## config.mk

```make
export PLATFORM = sky130hd
export DESIGN_NAME = fetch_unit
export DESIGN_NICKNAME = d
export VERILOG_FILES = /design/src/rtl/fetch_unit.sv
export SDC_FILE = /design/constraint.sdc
export NUM_CORES = 1
export LEC_CHECK = 0
export BUFFER_PORTS_ARGS = -buffer_cell sky130_fd_sc_hd__buf_4
export CORE_MARGIN = 10
export CORE_UTILIZATION = 40
export CTS_BUF_LIST = sky130_fd_sc_hd__clkbuf_8
export CTS_CLUSTER_SIZE = 8
export DETAILED_ROUTE_END_ITERATION = 16
export GPL_ROUTABILITY_DRIVEN = 0
export GPL_TIMING_DRIVEN = 0
export HOLD_SLACK_MARGIN = 0.02
export PLACE_DENSITY_LB_ADDON = 0.25
export SYNTH_ARGS = -nofsm -noshare
export SYNTH_HDL_FRONTEND = slang
export SYNTH_SLANG_ARGS = --single-unit
```

## constraint.sdc

```tcl
create_clock -name i_clk -period 2.2 [get_ports i_clk]
set_input_delay 0.22 -clock i_clk [delete_from_list [all_inputs] [get_ports i_clk]]
set_output_delay 0.22 -clock i_clk [all_outputs]
set_load 0.05 [all_outputs]
```

## src/rtl/fetch_unit.sv

```systemverilog
// Instruction fetch stage: drives a one-cycle-latency instruction memory,
// presents one instruction per cycle with a valid flag, and handles stall,
// jump, call and return through an internal return-address stack.
//
// Ports:
//   i_clk, i_rst_n      clock, asynchronous active-low reset
//   i_stall            decoder holds the current instruction
//   i_jump/i_call/i_ret redirect commands (priority jump > call > ret)
//   i_target           jump/call destination
//   o_mem_addr         registered fetch address to memory
//   i_mem_data         memory data for the address sampled at the previous edge
//   o_instr, o_pc      current instruction and its address
//   o_valid            o_instr/o_pc are meaningful
//   o_stack_fault      sticky return-stack overflow/underflow flag
module fetch_unit #(
    parameter int unsigned              ADDR_WIDTH   = 8,
    parameter int unsigned              INSTR_WIDTH  = 16,
    parameter int unsigned              STACK_DEPTH  = 4,
    parameter logic [ADDR_WIDTH-1:0]    RESET_ADDR   = '0,
    parameter logic [INSTR_WIDTH-1:0]   BUBBLE_INSTR = '1
) (
    input  logic                   i_clk,
    input  logic                   i_rst_n,
    input  logic                   i_stall,
    input  logic                   i_jump,
    input  logic                   i_call,
    input  logic                   i_ret,
    input  logic [ADDR_WIDTH-1:0]  i_target,
    output logic [ADDR_WIDTH-1:0]  o_mem_addr,
    input  logic [INSTR_WIDTH-1:0] i_mem_data,
    output logic [INSTR_WIDTH-1:0] o_instr,
    output logic [ADDR_WIDTH-1:0]  o_pc,
    output logic                   o_valid,
    output logic                   o_stack_fault
);

    localparam int unsigned SP_W  = $clog2(STACK_DEPTH + 1);
    localparam int unsigned IDX_W = (STACK_DEPTH > 1) ? $clog2(STACK_DEPTH) : 1;

    // FILL: waiting for memory data (bubble); RUN: streaming;
    // STALL: held, instruction served from the hold register.
    typedef enum logic [1:0] {
        S_FILL  = 2'd0,
        S_RUN   = 2'd1,
        S_STALL = 2'd2
    } state_t;

    state_t                   state_q, state_d;
    logic [ADDR_WIDTH-1:0]    mem_addr_q;
    logic [ADDR_WIDTH-1:0]    pc_q;
    logic [INSTR_WIDTH-1:0]   hold_q;
    logic [ADDR_WIDTH-1:0]    stack_q [STACK_DEPTH];
    logic [SP_W-1:0]          sp_q;
    logic                     fault_q;

    logic                     accept;
    logic                     do_jump, do_call, do_ret;
    logic                     redirect, advance;
    logic                     stack_full, stack_empty;
    logic [ADDR_WIDTH-1:0]    stack_top;
    logic [ADDR_WIDTH-1:0]    dest;

    // Command decode: only the highest-priority accepted command acts.
    always_comb begin
        accept      = (state_q != S_FILL) && !i_stall;
        do_jump     = accept && i_jump;
        do_call     = accept && !i_jump && i_call;
        do_ret      = accept && !i_jump && !i_call && i_ret;
        redirect    = do_jump || do_call || do_ret;
        advance     = (state_q == S_FILL) || (accept && !redirect);
        stack_full  = (sp_q == SP_W'(STACK_DEPTH));
        stack_empty = (sp_q == '0);
        stack_top   = stack_q[IDX_W'(sp_q - SP_W'(1))];
        dest        = i_target;
        if (do_ret) begin
            dest = stack_empty ? RESET_ADDR : stack_top;
        end
    end

    // State register.
    always_ff @(posedge i_clk or negedge i_rst_n) begin
        if (!i_rst_n) begin
            state_q <= S_FILL;
        end else begin
            state_q <= state_d;
        end
    end

    // Next-state logic; a stall outranks any command.
    always_comb begin
        state_d = state_q;
        case (state_q)
            S_FILL: state_d = S_RUN;
            S_RUN, S_STALL: begin
                if (i_stall) begin
                    state_d = S_STALL;
                end else if (redirect) begin
                    state_d = S_FILL;
                end else begin
                    state_d = S_RUN;
                end
            end
            default: state_d = S_FILL;
        endcase
    end

    // Output decode: in STALL the memory already shows the next word,
    // so the held instruction comes from the hold register.
    always_comb begin
        o_valid = 1'b0;
        o_instr = BUBBLE_INSTR;
        case (state_q)
            S_RUN: begin
                o_valid = 1'b1;
                o_instr = i_mem_data;
            end
            S_STALL: begin
                o_valid = 1'b1;
                o_instr = hold_q;
            end
            default: begin
                o_valid = 1'b0;
                o_instr = BUBBLE_INSTR;
            end
        endcase
    end

    // Fetch address, PC, hold register, return stack and fault flag.
    always_ff @(posedge i_clk or negedge i_rst_n) begin
        if (!i_rst_n) begin
            mem_addr_q <= RESET_ADDR;
            pc_q       <= RESET_ADDR;
            hold_q     <= BUBBLE_INSTR;
            sp_q       <= '0;
            fault_q    <= 1'b0;
            for (int i = 0; i < int'(STACK_DEPTH); i++) begin
                stack_q[i] <= '0;
            end
        end else begin
            if (redirect) begin
                mem_addr_q <= dest;
            end else if (advance) begin
                mem_addr_q <= mem_addr_q + ADDR_WIDTH'(1);
            end

            if (advance) begin
                pc_q <= mem_addr_q;
            end

            // Capture only on the first stalled edge, before the data bus moves on.
            if ((state_q == S_RUN) && i_stall) begin
                hold_q <= i_mem_data;
            end

            if (do_call && !stack_full) begin
                stack_q[IDX_W'(sp_q)] <= pc_q + ADDR_WIDTH'(1);
                sp_q                  <= sp_q + SP_W'(1);
            end

            if (do_ret && !stack_empty) begin
                sp_q <= sp_q - SP_W'(1);
            end

            if ((do_call && stack_full) || (do_ret && stack_empty)) begin
                fault_q <= 1'b1;
            end
        end
    end

    assign o_mem_addr    = mem_addr_q;
    assign o_pc          = pc_q;
    assign o_stack_fault = fault_q;

endmodule

```

==> key figures <==
Status
  • Outcome: finished with violations
  • Violated checks: negative hold slack

Floorplanning
  • I/O pin count: 64
  • Initial Util: 0.413
  • Die H: 115 um
  • Die area: 13200 um2
  • DIE WIDTH: 115 um
  • Core ar.: just under 9000 um2
  • Rows: 34

STA
  • Hold Vio Cnt, Final: 17
  • Setup TNS Final: 0 ps
  • Worst-margin pin slew: between 800 and 900 ps
  • Minimum clock period: approximately 2100 ps
  • Hold Slack: -15.2 ps
  • Highest clock rate: 0.483 GHz
  • Clock Skew: 13.9 ps
  • Slew headroom: 0.418
  • Final period util: 0.941
  • Slew Viols, Final: 0
  • Final setup fails: 0

Clock tree
  • Clock Root Buffer: clkbuf_8
  • CTS HTree Levels: 3
  • Total CTS buffers: 9
  • Clock latency on the worst-skew pair: between 300 and 400 ps
  • CTS tree: yes
  • Reg clk slew, reported paths: 80 ps
  • CTS Hold Bufs: 0
  • Clock tree sinks: 70
  • CTS max path bufs: 2

Yosys
  • Average size of a mapped cell: approximately 11 um2
  • Post-Syn Area: 3600 um2
  • Mapped Cells: approximately 320
  • Yosys warns: 0
  • Post-synthesis sequential area ratio: 0.492
  • Ys async rst share: 1.00
  • Unique masters post-synth: 49
  • Number of synthesized flops with an enable pin: 0
  • Yosys reg bits: 70
  • Top_reg_cell synth: dfrtp_1
  • Syn nets: between 300 and 400

Final layout
  • Area of the multi-input gates: 1720 um2
  • Post-layout nets: 440
  • Most frequent cells in the layout: 71 x buf_4, 61 x nand2_1, 54 x dfrtp_1
  • Fin util: 0.521
  • Share of layout cells above drive strength 1: 0.400
  • Commonest non-fill, non-tap cell in the layout: buf_4
  • Register area: 1770 um2
  • Area growth syn-to-layout: 26.4%
  • N_diodes: 0
  • # fillers: 742

GRT
  • Vias in the first global route: between 2k and 3k
  • Pin count of the biggest net entering global routing: 71
  • Grt ovf: 0
  • Total GRT Usage: 0.134
  • First-pass GRT wire length: between 10000 and 15000 um
  • Initial antenna violation count: 0

Critical path
  • CP Capture Type: flop
  • WS Path Type: flop to flop
  • Worst Setup SP: sp_q[0]
  • WP data arrival: 2310 ps
  • Crit path max fanout: 9
  • Crit path launch type: flop
  • Worst reg2reg endpoint: stack_q[1]
  • R2R Setup Slk: approximately 130 ps
  • FF-to-FF Start: sp_q[0]
  • Data required time at the worst endpoint: 2440 ps
  • Path depth of the worst reg2reg path: 7

Route
  • Drt first pass iters: 5
  • Via/cell ratio: 5.46
  • Via count: between 2k and 3k
  • Antenna-violating nets left: 0
  • Drc violations: 0
  • Final WL: about 9000 um
  • 1st-iter DRT viols: 185
  • Average wire per standard cell: 17.6 um

Placement
  • IO Port Bufs: 63
  • Dpl hpwl: around 6500 um

Worst hold path
  • Worst min-delay path class: input port to async pin

Job
  • Maxcap violations: 0
## logic make-up (layout without fill, tap and decap cells)
family / after synthesis / after routing / synth area share
DFF: 70 / 70 / 0.492
buffers and inverters: 23 / 104 / 0.0355
xor gates and xnor gates: 8 / 8 / 0.0195
AOI/OAI and AO/OA: 75 / 75 / 0.135
adders and majority gates: 12 / 12 / 0.0417
and+or+nand+nor: 96 / 96 / 0.133
muxes: 38 / 38 / 0.143
## worst max-delay path: stages (launching register included)
cell,delay (ps)
dfrtp_1,400
buf_6,200
inv_1,120
ha_4,190
ha_1,250
nand3b_1,330
buf_4,220
mux2_2,260
## synthesized netlist by cell type (4+ instances only)
master | number | area (um2)
a21oi_1 | 8 | 40.0
xnor2_1 | 5 | 43.8
a22oi_1 | 16 | 120
buf_6 | 4 | 45.0
clkbuf_1 | 5 | 18.8
nor2_1 | 5 | 18.8
ha_1 | 12 | 150
o21ai_0 | 31 | 155
nand3b_1 | 4 | 30.0
inv_1 | 5 | 18.8
dfrtp_1 | 54 | 1350
nand2_1 | 61 | 229
mux2_2 | 27 | 304
a221oi_1 | 6 | 52.6
nor3_1 | 5 | 25.0
buf_2 | 6 | 30.0
dfstp_2 | 16 | 420
mux4_2 | 8 | 180
nand3_1 | 5 | 25.0
## final cells by class
class / count / area share
multi-input combinational: 229 / 0.378
tap: 108 / 0.0297
clock inverter: 7 / 0.0358
inverter: 5 / 0.00413
sequential: 70 / 0.390
buffer: 14 / 0.0220
timing repair buffer: 69 / 0.114
clock buffer: 9 / 0.0272
## worst max path at each step
stage                     to  cells past startpoint
6_report          stack_q[1]                      7
5_1_grt           stack_q[1]                      7
4_1_cts          o_instr[10]                      7
3_5_place_dp   o_mem_addr[7]                      7
3_3_place_gp   o_mem_addr[7]                      7
2_1_floorplan     o_instr[0]                      5
## routing by layer
metal	track usage	up-vias	part of all wire
li1	-	1311	-
met2	0.211	82	0.47
met5	0	-	0
met3	0.0286	9	0.063
met4	0.0487	0	0.010
met1	0.179	1387	0.45
## sequential cells by signal (all words and copies together) (netlist names)
name,count
hold_q,16
o_mem_addr,8
o_pc,8
o_stack_fault,1
sp_q,3
stack_q,32
state_q,2
## per-stage QoR
| stage | instance area [um2] | cells | worst slack [ps] |
|---|---|---|---|
| finish | 4550 | 511 | 129 |
| global route | 4550 | 511 | -8.08 |
| CTS | 4490 | 507 | 14.1 |
| detailed placement | 4210 | 493 | -292 |
| global placement | 4210 | 493 | -260 |
| floorplan | 3600 | 322 | 84.8 |
## repair_timing
action | in CTS | in global routing
endpoints found under the setup margin | 19 | 31
buffers inserted | 0 | 6
resized for setup | 4 | 5
Power is not shown: default switching activity piles up to over one toggle a cycle in this logic, so the estimate is an artifact.
